==> config.mk <==
export PLATFORM = sky130hd
export DESIGN_NAME = mem_access_stage
export DESIGN_NICKNAME = d
export VERILOG_FILES = /design/src/rtl/mem_access_stage.sv
export SDC_FILE = /design/constraint.sdc
export NUM_CORES = 1
export LEC_CHECK = 0
export BUFFER_PORTS_ARGS = -buffer_cell sky130_fd_sc_hd__buf_2
export CORE_UTILIZATION = 43
export DETAILED_ROUTE_END_ITERATION = 8
export PLACE_DENSITY = 0.76
export SETUP_SLACK_MARGIN = 0.15
export SLEW_MARGIN = 5
export SYNTH_ARGS = -nofsm -noshare
export SYNTH_HDL_FRONTEND = slang
export SYNTH_SLANG_ARGS = --single-unit
export TNS_END_PERCENT = 30
==> constraint.sdc <==
create_clock -name clk -period 2.45 [get_ports clk]
set_clock_uncertainty 0.2 [all_clocks]
set_input_delay 0.3675 -clock clk [delete_from_list [all_inputs] [get_ports clk]]
set_output_delay 0.3675 -clock clk [all_outputs]
set_load 0.02 [all_outputs]
==> src/rtl/mem_access_stage.sv <==
// mem_access_stage: memory stage behind execute. It runs loads and stores over a req/ack
// data-memory port, aligns and extends load data, and hands the writeback bundle to the
// register-file stage over valid/ready.
// Optional feature macro: MISALIGN_TRAP_EN. When it is defined, misaligned half/word accesses
// skip memory and report through the misalign port.
module mem_access_stage #(
   parameter int DW  = 32,
   parameter int IW  = 32,
   parameter int RFW = 5
) (
   input  logic              clk,
   input  logic              rst_n,
   input  logic              in_valid,
   output logic              in_ready,
   input  logic [IW-1:0]     inst,
   input  logic [DW-1:0]     alu_res,
   input  logic [DW-1:0]     store_data,
   output logic              dmem_req,
   output logic              dmem_we,
   output logic [DW-1:0]     dmem_addr,
   output logic [DW/8-1:0]   dmem_be,
   output logic [DW-1:0]     dmem_wdata,
   input  logic              dmem_ack,
   input  logic [DW-1:0]     dmem_rdata,
   output logic              out_valid,
   input  logic              out_ready,
   output logic [DW-1:0]     out_data,
   output logic [RFW-1:0]    out_rd,
   output logic              out_we
`ifdef MISALIGN_TRAP_EN
   ,
   output logic              misalign
`endif
);

   localparam int BW = DW / 8;

   localparam logic [4:0] OPC_LOAD   = 5'b00000;
   localparam logic [4:0] OPC_STORE  = 5'b01000;
   localparam logic [4:0] OPC_OP     = 5'b01100;
   localparam logic [4:0] OPC_OP_IMM = 5'b00100;
   localparam logic [4:0] OPC_LUI    = 5'b01101;
   localparam logic [4:0] OPC_AUIPC  = 5'b00101;
   localparam logic [4:0] OPC_JAL    = 5'b11011;
   localparam logic [4:0] OPC_JALR   = 5'b11001;

   typedef enum logic [1:0] {
      ST_IDLE   = 2'd0,
      ST_ACCESS = 2'd1,
      ST_RESP   = 2'd2
   } state_e;

   state_e           state_q, state_d;
   logic             in_ready_q, in_ready_d;
   logic             dmem_req_q, dmem_req_d;
   logic             dmem_we_q, dmem_we_d;
   logic [DW-1:0]    dmem_addr_q, dmem_addr_d;
   logic [BW-1:0]    dmem_be_q, dmem_be_d;
   logic [DW-1:0]    dmem_wdata_q, dmem_wdata_d;
   logic             out_valid_q, out_valid_d;
   logic [DW-1:0]    out_data_q, out_data_d;
   logic [RFW-1:0]   out_rd_q, out_rd_d;
   logic             out_we_q, out_we_d;
   logic [2:0]       f3_q, f3_d;
   logic [1:0]       lane_q, lane_d;
   logic             is_load_q, is_load_d;
`ifdef MISALIGN_TRAP_EN
   logic             misalign_q, misalign_d;
`endif

   logic [4:0]       opc_s;
   logic [2:0]       f3_s;
   logic [RFW-1:0]   rd_s;
   logic             load_ok_s, store_ok_s, mem_ok_s, writes_rd_s, misaligned_s;
   logic [BW-1:0]    be_s;
   logic [DW-1:0]    wdata_s;
   logic             unused_inst_s;

   assign unused_inst_s = ^{inst[IW-1:15], inst[1:0]};

   // Pick the addressed byte/half out of the read word and sign/zero extend it.
   function automatic logic [DW-1:0] align_load(input logic [DW-1:0] word,
                                                input logic [2:0]    f3,
                                                input logic [1:0]    lane);
      logic [7:0]  b;
      logic [15:0] h;
      b = word[{lane, 3'b000} +: 8];
      h = word[{lane[1], 4'b0000} +: 16];
      case (f3)
         3'b000:  align_load = {{(DW-8){b[7]}}, b};
         3'b100:  align_load = {{(DW-8){1'b0}}, b};
         3'b001:  align_load = {{(DW-16){h[15]}}, h};
         3'b101:  align_load = {{(DW-16){1'b0}}, h};
         default: align_load = word;
      endcase
   endfunction

   // Decode the incoming instruction: legality, register write class and store lane setup.
   always_comb begin
      opc_s        = inst[6:2];
      f3_s         = inst[14:12];
      rd_s         = inst[11:7];
      load_ok_s    = (opc_s == OPC_LOAD) &&
                     ((f3_s == 3'b000) || (f3_s == 3'b001) || (f3_s == 3'b010) ||
                      (f3_s == 3'b100) || (f3_s == 3'b101));
      store_ok_s   = (opc_s == OPC_STORE) &&
                     ((f3_s == 3'b000) || (f3_s == 3'b001) || (f3_s == 3'b010));
      writes_rd_s  = (opc_s == OPC_OP) || (opc_s == OPC_OP_IMM) || (opc_s == OPC_LUI) ||
                     (opc_s == OPC_AUIPC) || (opc_s == OPC_JAL) || (opc_s == OPC_JALR);
      misaligned_s = 1'b0;
`ifdef MISALIGN_TRAP_EN
      if (f3_s[1:0] == 2'b01) begin
         misaligned_s = alu_res[0];
      end else if (f3_s[1:0] == 2'b10) begin
         misaligned_s = (alu_res[1:0] != 2'b00);
      end else begin
         misaligned_s = 1'b0;
      end
`endif
      mem_ok_s = (load_ok_s || store_ok_s) && !misaligned_s;
      case (f3_s[1:0])
         2'b00: begin
            be_s    = {{(BW-1){1'b0}}, 1'b1} << alu_res[1:0];
            wdata_s = {BW{store_data[7:0]}};
         end
         2'b01: begin
            be_s    = {{(BW-2){1'b0}}, 2'b11} << {alu_res[1], 1'b0};
            wdata_s = {(DW/16){store_data[15:0]}};
         end
         default: begin
            be_s    = {BW{1'b1}};
            wdata_s = store_data;
         end
      endcase
   end

   // Next-state and next-output logic for the IDLE -> ACCESS -> RESP handshake FSM.
   always_comb begin
      state_d      = state_q;
      dmem_req_d   = dmem_req_q;
      dmem_we_d    = dmem_we_q;
      dmem_addr_d  = dmem_addr_q;
      dmem_be_d    = dmem_be_q;
      dmem_wdata_d = dmem_wdata_q;
      out_valid_d  = out_valid_q;
      out_data_d   = out_data_q;
      out_rd_d     = out_rd_q;
      out_we_d     = out_we_q;
      f3_d         = f3_q;
      lane_d       = lane_q;
      is_load_d    = is_load_q;
`ifdef MISALIGN_TRAP_EN
      misalign_d   = misalign_q;
`endif
      case (state_q)
         ST_IDLE: begin
            if (in_valid && in_ready_q) begin
               out_rd_d   = rd_s;
               out_data_d = alu_res;
               f3_d       = f3_s;
               lane_d     = alu_res[1:0];
               is_load_d  = load_ok_s;
               if (mem_ok_s) begin
                  state_d     = ST_ACCESS;
                  dmem_req_d  = 1'b1;
                  dmem_we_d   = store_ok_s;
                  dmem_addr_d = {alu_res[DW-1:2], 2'b00};
                  if (store_ok_s) begin
                     dmem_be_d    = be_s;
                     dmem_wdata_d = wdata_s;
                  end else begin
                     dmem_be_d    = {BW{1'b0}};
                  end
               end else begin
                  // Non-memory, illegal or trapped access: answer straight away.
                  state_d     = ST_RESP;
                  out_valid_d = 1'b1;
                  out_we_d    = writes_rd_s && (rd_s != {RFW{1'b0}});
`ifdef MISALIGN_TRAP_EN
                  misalign_d  = misaligned_s;
`endif
               end
            end else begin
               state_d = ST_IDLE;
            end
         end
         ST_ACCESS: begin
            if (dmem_ack) begin
               state_d     = ST_RESP;
               dmem_req_d  = 1'b0;
               dmem_we_d   = 1'b0;
               dmem_be_d   = {BW{1'b0}};
               out_valid_d = 1'b1;
               if (is_load_q) begin
                  out_data_d = align_load(dmem_rdata, f3_q, lane_q);
                  out_we_d   = (out_rd_q != {RFW{1'b0}});
               end else begin
                  out_we_d   = 1'b0;
               end
            end else begin
               state_d = ST_ACCESS;
            end
         end
         ST_RESP: begin
            if (out_ready) begin
               state_d     = ST_IDLE;
               out_valid_d = 1'b0;
               out_we_d    = 1'b0;
`ifdef MISALIGN_TRAP_EN
               misalign_d  = 1'b0;
`endif
            end else begin
               state_d = ST_RESP;
            end
         end
         default: begin
            state_d = ST_IDLE;
         end
      endcase
      in_ready_d = (state_d == ST_IDLE);
   end

   // State and output registers with synchronous active-low reset.
   always_ff @(posedge clk) begin
      if (!rst_n) begin
         state_q      <= ST_IDLE;
         in_ready_q   <= 1'b1;
         dmem_req_q   <= 1'b0;
         dmem_we_q    <= 1'b0;
         dmem_addr_q  <= {DW{1'b0}};
         dmem_be_q    <= {BW{1'b0}};
         dmem_wdata_q <= {DW{1'b0}};
         out_valid_q  <= 1'b0;
         out_data_q   <= {DW{1'b0}};
         out_rd_q     <= {RFW{1'b0}};
         out_we_q     <= 1'b0;
         f3_q         <= 3'b000;
         lane_q       <= 2'b00;
         is_load_q    <= 1'b0;
`ifdef MISALIGN_TRAP_EN
         misalign_q   <= 1'b0;
`endif
      end else begin
         state_q      <= state_d;
         in_ready_q   <= in_ready_d;
         dmem_req_q   <= dmem_req_d;
         dmem_we_q    <= dmem_we_d;
         dmem_addr_q  <= dmem_addr_d;
         dmem_be_q    <= dmem_be_d;
         dmem_wdata_q <= dmem_wdata_d;
         out_valid_q  <= out_valid_d;
         out_data_q   <= out_data_d;
         out_rd_q     <= out_rd_d;
         out_we_q     <= out_we_d;
         f3_q         <= f3_d;
         lane_q       <= lane_d;
         is_load_q    <= is_load_d;
`ifdef MISALIGN_TRAP_EN
         misalign_q   <= misalign_d;
`endif
      end
   end

   assign in_ready   = in_ready_q;
   assign dmem_req   = dmem_req_q;
   assign dmem_we    = dmem_we_q;
   assign dmem_addr  = dmem_addr_q;
   assign dmem_be    = dmem_be_q;
   assign dmem_wdata = dmem_wdata_q;
   assign out_valid  = out_valid_q;
   assign out_data   = out_data_q;
   assign out_rd     = out_rd_q;
   assign out_we     = out_we_q;
`ifdef MISALIGN_TRAP_EN
   assign misalign   = misalign_q;
`endif

endmodule
==> results.json <==
{
  "status": "finished, final reports clean",
  "detail-route-antenna-nets": 0,
  "synthCells": 733,
  "worstReg2RegEnd": "out_data[24]",
  "floorplan.initialDensity": 0.4442,
  "synthAdderAreaFrac": 0.008855,
  "layout_setup_ws_ns": 0.2939,
  "route.detailed.drc": 0,
  "p_int_mw": 3.765,
  "yosys.area_share.simple": 0.2298,
  "wl_per_cell_um": 16.00,
  "cts_buffer_depth": 2,
  "synth_edf_count": 0,
  "final_cell_mix": "buf_2, nand2_1, dfxtp_1, a21oi_1, nor2_1",
  "vias": 6123,
  "drive_above_1_share": 0.3060,
  "grt_pass1_wl_mm": 27.62,
  "async_reset_ff_frac": 0,
  "yosysTopAreaCellShare": 0.4109,
  "synth.cell_area_um2": 5652,
  "ys_seq_elements": 116,
  "dp.final_hpwl_mm": 13.03,
  "fin_crit_ns": 2.156,
  "p_leak_nw": 3.306,
  "placed_area_um2": 6917,
  "final_nets": 1088,
  "instances_no_fill": 1136,
  "cts_setup_buffers": 0,
  "worst-slew-pin-transition_ns": 1.189,
  "peakVddDrop_mv": 0.4733,
  "slew_violations": 0,
  "fillers": 1177,
  "synth_top_family_by_area": "compound AO/OA/AOI/OAI gates",
  "diodes": 0,
  "cp.required_ns": 2.58,
  "grt_setup_unrepaired": "true",
  "synthTopCellsByArea": "dfxtp_1, nand2_1, a21oi_1",
  "synth-xor-area-share": 0,
  "crit_arrival_ns": 2.29,
  "hold_violations": 0,
  "portBuffers": 221,
  "hold_path_end": "out_rd[3]",
  "max_freq_ghz": 0.4638,
  "min_path_cells": 3,
  "cp_max_fo": 16,
  "critical_path_class": "flip-flop to flip-flop",
  "areaGrowthSynthToFinish_pct": 35.29,
  "fp.dieW_um": 116.6,
  "muxShareOfSynthArea": 0.05535,
  "p_per_area_nw_per_um2": 680.7,
  "tns_ns": 0,
  "dr.pass1.iters": 5,
  "startpoint_type": "flip-flop",
  "rrSetupSlack_ns": 0.29,
  "endpoint_kind": "flip-flop",
  "synth-compound-area-share": 0.2391,
  "cts_tree": "built",
  "antenna_found_initial": 0,
  "ys_warn_count": 0,
  "core_area_um2": 12720,
  "period_share": 0.8801,
  "vias_per_cell": 5.390,
  "fin_area_um2": 7646,
  "grt_pass1_vias": 5386,
  "p_sw_frac": 0.2767,
  "h-tree-depth": 4,
  "pre_cts_slack_ns": 0.3137,
  "yosys.area.top_type": "dfxtp_1",
  "setup_viol": 0,
  "io_pins": 243,
  "maxCapViolCount": 0,
  "die_area_um2": 13610,
  "syn_avg_cell_area_um2": 7.710,
  "place_congestion": 0.8983,
  "cts_made_buffers": 17,
  "power.switching_mw": 1.440,
  "seqPwrFrac": 0.388,
  "clkPwrFrac": 0.457,
  "pwr-share-comb": 0.155,
  "synthFlopType": "dfxtp_1",
  "r2r_cells": 3,
  "synth.distinct_cells": 54,
  "overflow": 0,
  "final_common_cell": "buf_2",
  "routed_wl_mm": 18.17,
  "clk_latency_ns": 0.41,
  "hp-start": "inst[10]",
  "cts-root-buf": "clkbuf_16",
  "die_h_um": 116.6,
  "min_path_type": "primary input to flip-flop",
  "dpl.cell_count": 1088,
  "drt_iter0_drc": 563,
  "slew_headroom": 0.2042,
  "grt_max_degree": 76,
  "grt.total_usage": 0.2689,
  "rows": 41,
  "clk_pin_slew_ns": 0.05,
  "fin_hold_ws_ns": 0.01746,
  "seq_area_frac_synth": 0.4109,
  "clock_sinks": 116,
  "rr_startpoint": "f3_q[1]"
}
-- cells by family after synthesis --
logic type               after synthesis
multiplexers                          31
AND/OR/NAND/NOR                      296
other                                  1
flip-flops                           116
buffers and inverters                 74
adder cells (fa/ha/maj)                4
AO/OA/AOI/OAI                        211
-- metrics by stage --
stage | power (mW) | utilization
final | 5.205 | 0.6010
after floorplan | 2.517 | -
after global placement | 2.823 | 0.5437
after global routing | 5.418 | 0.6010
after detailed placement | 2.832 | 0.5437
after CTS | 5.224 | 0.6009
-- sequential cells by signal (all words and copies together), names as in the netlist --
| signal | cells |
|---|---|
| dmem_we | 1 |
| is_load_q | 1 |
| lane_q | 2 |
| out_rd | 5 |
| state_q | 2 |
| in_ready | 1 |
| dmem_addr | 30 |
| out_data | 32 |
| dmem_be | 4 |
| dmem_req | 1 |
| out_we | 1 |
| f3_q | 3 |
| dmem_wdata | 32 |
| out_valid | 1 |
-- power groups by stage --
stage               logic [mW]  registers (mW)  clock network, mW
floorplan                0.376            2.14                  0
global placement         0.767            2.06                  0
detailed placement       0.773            2.06                  0
CTS                      0.797            2.02               2.41
global route             0.875            2.03               2.51
finish                   0.805            2.02               2.38
-- Yosys cell counts, drive strengths merged (2+ instances only) --
cell type and number:
nand4 6, nor2b 8, a22oi 2, o31ai 17, nor3b 5, nand2 190
nor2 47, o221ai 4, o21ai 33, o221a 3, a22o 7, a21oi 84
nand2b 12, dfxtp 116, nand3b 2, or2 4, a2111oi 2, o211ai 4
clkbuf 38, nor3 6, ha 4, a221oi 2, and3 2, o22a 2
buf 21, o22ai 13, mux2i 29, a31oi 8, mux2 2, inv 15
and4 2, a211oi 10, o21a 5, a311oi 8, a21bo 2, nand3 3
-- how the worst max path moves through the flow --
| stage | start | endpoint | slack [ns] |
|---|---|---|---|
| 6_report | f3_q[1] | out_data[24] | 0.29 |
| 5_1_grt | f3_q[1] | out_data[30] | 0.15 |
| 4_1_cts | state_q[0] | dmem_wdata[11] | 0.28 |
| 3_5_place_dp | inst[6] | dmem_wdata[18] | 0.31 |
| 3_3_place_gp | inst[6] | dmem_we | 0.34 |
| 2_1_floorplan | state_q[1] | out_data[10] | 0.45 |
-- area by class of cell --
cell class | count | area [um^2] | area share
multi-input cells | 544 | 3030 | 0.3963
flip-flops and latches | 116 | 2322 | 0.3037
repair buffers | 257 | 1454 | 0.1901
clock buffers | 18 | 429.2 | 0.05613
well taps | 172 | 215.2 | 0.02815
clock inverters | 14 | 138.9 | 0.01816
inverters | 15 | 56.30 | 0.007364
-- metal layers --
layer / global-route usage / routed length, um / up-vias
met3: 0.08874 / 1631 / 38
met1: 0.3369 / 7633 / 2842
met2: 0.4229 / 8443 / 250
met4: 0.1148 / 464 / 0
li1: - / - / 2993
met5: 0 / 0 / -
-- worst max-delay path, stage by stage, from the launching register on --
cell and delay [ns]:
dfxtp_1 0.41, nor2_1 0.95, a21oi_1 0.26, o31ai_1 0.26
-- what timing repair did --
action	in CTS	in global routing
resized for setup	0	1
hold endpoints to repair	16	0
hold buffers	16	0
setup endpoints to repair	0	3
Note: power is estimated with default switching activity, not from simulation.
